## config.mk

```make
export PLATFORM = sky130hd
export DESIGN_NAME = bcd_scan_decoder
export DESIGN_NICKNAME = d
export VERILOG_FILES = /design/src/rtl/bcd_scan_decoder.sv
export SDC_FILE = /design/constraint.sdc
export NUM_CORES = 1
export LEC_CHECK = 0
export ABC_AREA = 1
export CAP_MARGIN = 30
export CELL_PAD_IN_SITES_DETAIL_PLACEMENT = 0
export CELL_PAD_IN_SITES_GLOBAL_PLACEMENT = 1
export CORE_MARGIN = 2
export CORE_UTILIZATION = 39
export CTS_CLUSTER_DIAMETER = 60
export DETAILED_ROUTE_END_ITERATION = 7
export PLACE_DENSITY = 0.84
export RECOVER_POWER = 25
export SYNTH_ARGS = -nofsm -noshare
export SYNTH_HDL_FRONTEND = slang
export SYNTH_SLANG_ARGS = --single-unit
export TNS_END_PERCENT = 5
```

## constraint.sdc

```tcl
create_clock -name clk -period 3.75 [get_ports clk]
set_input_delay 0.9375 -clock clk [delete_from_list [all_inputs] [get_ports clk]]
set_output_delay 0.9375 -clock clk [all_outputs]
set_load 0.01 [all_outputs]
```

## src/rtl/bcd_scan_decoder.sv

```systemverilog
// Registered active-low one-cold code decoder with valid/ready input, out-of-range
// error flag and counter, and an auto-scan mode that walks every line at a fixed dwell.
module bcd_scan_decoder #(
  parameter int IN_W  = 4,
  parameter int OUT_N = 10,
  parameter int DWELL = 3,
  parameter int ERR_W = 8,
  localparam int IDX_W = (OUT_N > 1) ? $clog2(OUT_N) : 1
) (
  input  logic             clk,
  input  logic             rst,
  input  logic             in_valid,
  output logic             in_ready,
  input  logic [IN_W-1:0]  in_code,
  input  logic             mode,
  input  logic             blank,
  output logic [OUT_N-1:0] dec_n,
  output logic             out_valid,
  output logic             err,
  output logic [ERR_W-1:0] err_cnt,
  output logic [IDX_W-1:0] scan_idx
);

  localparam int DW_W = $clog2(DWELL + 1);
  localparam logic [DW_W-1:0]  DW_LAST  = DW_W'(DWELL - 1);
  localparam logic [IDX_W-1:0] IDX_LAST = IDX_W'(OUT_N - 1);
  localparam logic [IN_W:0]    OUT_N_C  = (IN_W + 1)'(OUT_N);
  localparam logic [OUT_N-1:0] ONE      = OUT_N'(1);

  if (OUT_N > 2**IN_W || OUT_N < 1) begin : g_bad_out_n
    $error("bcd_scan_decoder: OUT_N must be in 1..2**IN_W");
  end
  if (DWELL < 1) begin : g_bad_dwell
    $error("bcd_scan_decoder: DWELL must be >= 1");
  end

  typedef enum logic [1:0] {S_IDLE, S_HOLD, S_SCAN} state_t;

  state_t           state, state_nx;
  logic [IN_W-1:0]  hold_code, hold_code_nx;
  logic [DW_W-1:0]  dwell_cnt, dwell_nx;
  logic [IDX_W-1:0] scan_idx_nx;
  logic [OUT_N-1:0] dec_n_nx;
  logic             out_valid_nx, err_nx;
  logic [ERR_W-1:0] err_cnt_nx;
  logic             xfer, code_ok;

  assign in_ready = !rst && !mode && (state != S_SCAN);
  assign xfer     = in_valid && in_ready;
  assign code_ok  = {1'b0, in_code} < OUT_N_C;

  always_ff @(posedge clk) begin
    if (rst) state <= S_IDLE;
    else     state <= state_nx;
  end

  always_comb begin
    state_nx = state;
    case (state)
      S_IDLE, S_HOLD: begin
        if (mode)      state_nx = S_SCAN;
        else if (xfer) state_nx = code_ok ? S_HOLD : S_IDLE;
      end
      S_SCAN:  if (!mode) state_nx = S_IDLE;
      default: state_nx = S_IDLE;
    endcase
  end

  always_comb begin
    hold_code_nx = hold_code;
    dwell_nx     = '0;
    scan_idx_nx  = '0;
    err_nx       = 1'b0;
    err_cnt_nx   = err_cnt;
    dec_n_nx     = '1;
    out_valid_nx = 1'b0;

    if (xfer) begin
      if (code_ok) begin
        hold_code_nx = in_code;
      end else begin
        err_nx = 1'b1;
        if (err_cnt != '1) err_cnt_nx = err_cnt + 1'b1;
      end
    end

    // Counters reset to zero on scan entry and exit; they only run while staying in SCAN.
    if (state == S_SCAN && state_nx == S_SCAN) begin
      if (dwell_cnt == DW_LAST) begin
        dwell_nx    = '0;
        scan_idx_nx = (scan_idx == IDX_LAST) ? '0 : scan_idx + 1'b1;
      end else begin
        dwell_nx    = dwell_cnt + 1'b1;
        scan_idx_nx = scan_idx;
      end
    end

    if (!blank) begin
      case (state_nx)
        S_HOLD: begin
          dec_n_nx     = ~(ONE << hold_code_nx);
          out_valid_nx = 1'b1;
        end
        S_SCAN: begin
          dec_n_nx     = ~(ONE << scan_idx_nx);
          out_valid_nx = 1'b1;
        end
        default: ;
      endcase
    end
  end

  always_ff @(posedge clk) begin
    if (rst) begin
      hold_code <= '0;
      dwell_cnt <= '0;
      scan_idx  <= '0;
      dec_n     <= '1;
      out_valid <= 1'b0;
      err       <= 1'b0;
      err_cnt   <= '0;
    end else begin
      hold_code <= hold_code_nx;
      dwell_cnt <= dwell_nx;
      scan_idx  <= scan_idx_nx;
      dec_n     <= dec_n_nx;
      out_valid <= out_valid_nx;
      err       <= err_nx;
      err_cnt   <= err_cnt_nx;
    end
  end

endmodule

```

==> results of run 1 <==
-- cell type report --
cell class | instances | area, um^2
clock buffer | 6 | 72.6
clock inverter | 1 | 5.00
fill | 449 | 2140
inverter | 34 | 130
multi-input combinational | 186 | 955
sequential | 32 | 641
tap | 52 | 65.1
timing repair buffer | 35 | 345
-- how the worst max path moves through the flow --
stage,from,to,cells after the start
CTS,mode,in_ready,5
detailed placement,in_code[2],dec_n[9]$_SDFF_PP1_,16
global placement,mode,dec_n[2]$_SDFF_PP1_,15
floorplan,rst,dec_n[1]$_SDFF_PP1_,16
finish,mode,in_ready,5
global route,in_code[2],dec_n[9]$_SDFF_PP1_,16
-- layer usage --
metal / vias up / track usage, %
met5: - / 0
met4: 0 / 5.03
met3: 5 / 4.27
met2: 27 / 23.6
met1: 679 / 22.5
li1: 880 / -
-- placed cells by master (no fill, tap or decap), drive strengths merged --
master         synthesis  layout
and3                   1       1
dfxtp                 32      32
nor3                   3       3
nand3                 23      23
ha                     6       6
o21ai                 10      10
buf                    3       2
o21bai                 2       2
clkdlybuf4s50          0      21
nand4                  2       2
xnor2                  2       2
nand2                 83      83
clkinv                 1       2
nor4                   2       2
xor2                   2       2
a21oi                 17      17
clkbuf                 1       6
inv                   33      33
nor2                  33      33
dlygate4sd3            0      12
-- cells by family after synthesis --
group                    after synthesis
XOR/XNOR                               4
AO/OA/AOI/OAI                         29
buffers and inverters                 38
AND/OR/NAND/NOR                      147
adder cells (fa/ha/maj)                6
flip-flops                            32
-- worst max-delay path, delay by kind of cell --
kind,cells,cell delay (ns)
buffers and inverters,3,1.07
AND/OR/NAND/NOR,2,0.26
-- power groups by stage --
stage | sequential, mW | clock [mW] | combinational (mW)
6_report | 0.350 | 0.244 | 0.0696
5_1_grt | 0.350 | 0.269 | 0.0789
4_1_cts | 0.350 | 0.251 | 0.0725
3_3_place_gp | 0.358 | 0 | 0.0726
2_1_floorplan | 0.360 | 0 | 0.0402
3_5_place_dp | 0.358 | 0 | 0.0722
-- metrics by stage --
stage | hold WS, ns | setup WS (ns) | utilization [%] | cells
floorplan | 0.400 | 0.981 | - | 256
global placement | 0.413 | 0.420 | 49.2 | 339
detailed placement | 0.417 | 0.399 | 49.2 | 339
CTS | 0.429 | 0.539 | 51.0 | 346
global route | 0.437 | 0.311 | 50.8 | 346
finish | 0.429 | 0.546 | 50.8 | 346
-- sequential cells by signal, summed over array words and instances, names as in the netlist --
signal / cells
err_cnt: 8
dwell_cnt: 2
err: 1
state: 2
dec_n: 10
scan_idx: 4
hold_code: 4
out_valid: 1
==> summary.txt, run 1 <==
Setup Crit Path Kind -> primary input to primary output
Maximum vdd drop -> 0.167 mV
Min Tclk post-route -> 3.20 ns
Post-CTS Setup Repair Bufs -> 0
CP peak stage delay -> 0.52 ns
WL met3 -> 168 um
Post-Route WL -> 3.70 mm
DP HPWL -> 2.82 mm
Layout area overhead -> 25.7%
Compound-gate portion of the synthesized area -> 9.38%
Clock Path Buffers -> 2
CTS Root Cell -> clkbuf_8
Slowest cell on the critical path -> clkdlybuf4s50_1
I/O Buffers -> 33
Pwr Density -> 300 mW/mm^2
Post-synth EDFFs -> 0
Post-Route Setup TNS -> 0 ns
Lkg Pwr -> 0.880 nW
Sequential area share after synthesis -> 36.4%
DR DRC count -> 0
Design area -> 0.00221 mm^2
Pint -> 0.502 mW
Clock share of power -> 36.7%
Post-synthesis register bit count -> 32
Critical path's most frequent cell -> clkdlybuf4s50_1
Fraction of the mapped netlist area in adder cells -> 4.26%
Top area cells in the synthesized netlist -> dfxtp_1 36%, nand2_1 16%, nand3_1 6.0%
Synth Warn # -> 0
Tot Pwr -> 0.664 mW
Vias in the first global route -> 1498
CTS clock-pin slew for the worst setup and hold paths -> 0.06 ns
Synth Cell Area -> 0.00176 mm^2
Worst min-delay path category -> flip-flop to flip-flop
Top-count cell post-synth -> nand2_1
Syn Area/Cell -> 6.88 um^2
Initial core utilization -> 40.4%
Cts hold-fix bufs -> 0
Final GP Congestion -> 0.826
Critical path launch point type -> primary input
Synth top area share -> 36.4%
Worst skew pair latency -> 0.28 ns
Main combinational cell family by area after synthesis -> simple AND/OR/NAND/NOR gates
Max Clock Skew -> 0.00849 ns
Max Slew Vio Count -> 0
Core Area -> 0.00435 mm^2
Cell taking the most area after synthesis -> dfxtp_1
Worst EP arrival -> 2.27 ns
Share of layout cells above drive strength 1 -> 11.6%
Synth cell count leaders -> 74 x nand2_1, 32 x dfxtp_1, 28 x nor2_1
DR WL/cell -> 10.7 um
H-Tree Depth -> 2
I/O pins -> 34
Placed Area -> 0.00214 mm^2
Largest net degree at the start of global routing -> 18
Worst min-delay path startpoint -> dwell_cnt[0]$_SDFF_PP0_
DR WL met2 -> 1.51 mm
Crit path max fanout -> 3
Crit share post-route -> 85.4%
Row count -> 24
CTS tree -> yes
Hold Crit Depth -> 1
Worst reg2reg endpoint -> dec_n[9]$_SDFF_PP1_
Vias per inst -> 4.60
Worst setup EP type -> primary output
Outcome -> finished clean
R2r worst-path depth -> 15
Max Cap Viol -> 0
Initial antenna violation count -> 0
DRT iter0 DRCs -> 45
CTS Buf Count -> 5
Synth Area in Simple Gates -> 38.6%
RSZ-0062 raised after global routing -> no
Fin nets -> 309
Worst hold endpoint -> dwell_cnt[0]$_SDFF_PP0_
Drt pass-1 iters -> 4
Clock sink total -> 32
Combinational power share -> 10.5%
Post-synthesis cell type count -> 32
Start of the worst register-to-register path -> state[0]$_SDFF_PP0_
Post-route ant nets -> 0
Worst-margin pin slew -> 0.285 ns
Sw frac -> 24.3%
Reg2Reg Setup Slack -> 1.33 ns
WP data required -> 2.81 ns
Die area -> 0.00507 mm^2
Ant diodes -> 0
Sequential power share -> 52.8%
Vert. Die Dim -> 71.2 um
Primary FF master, synth -> dfxtp_1
Mapped Cells -> 256
Slew margin rel. -> 81.0%
Grt total ovfl -> 0
FFs w/ async S/R, synth -> 0%
Global-route wire length before repair -> 6.47 mm
Max Fclk -> 312 MHz
Psw -> 0.161 mW
Top layer reached by signal wires -> met4
Post-Syn Nets -> 271
Mux share of post-synthesis cell area -> 0%
Wl on met1 -> 1.97 mm
Final Hold Fails -> 0
Worst-path cell chain -> clkdlybuf4s50_1 > nor2_4 > nand2_2 > inv_1 > clkdlybuf4s50_1
Synth Area in XOR/XNOR -> 2.42%
Die width -> 71.2 um
Post-cts repair resize count -> 0
Final setup fails -> 0
GR Util All Layers -> 15.9%
DR vias -> 1591
Power figures use the tool's default switching activity.
==> inputs of run 2 (changes only) <==
- TNS_END_PERCENT: 5 -> unset
==> results of run 2 <==
The final DEF is identical to that of run 1; final timing and power are the same.
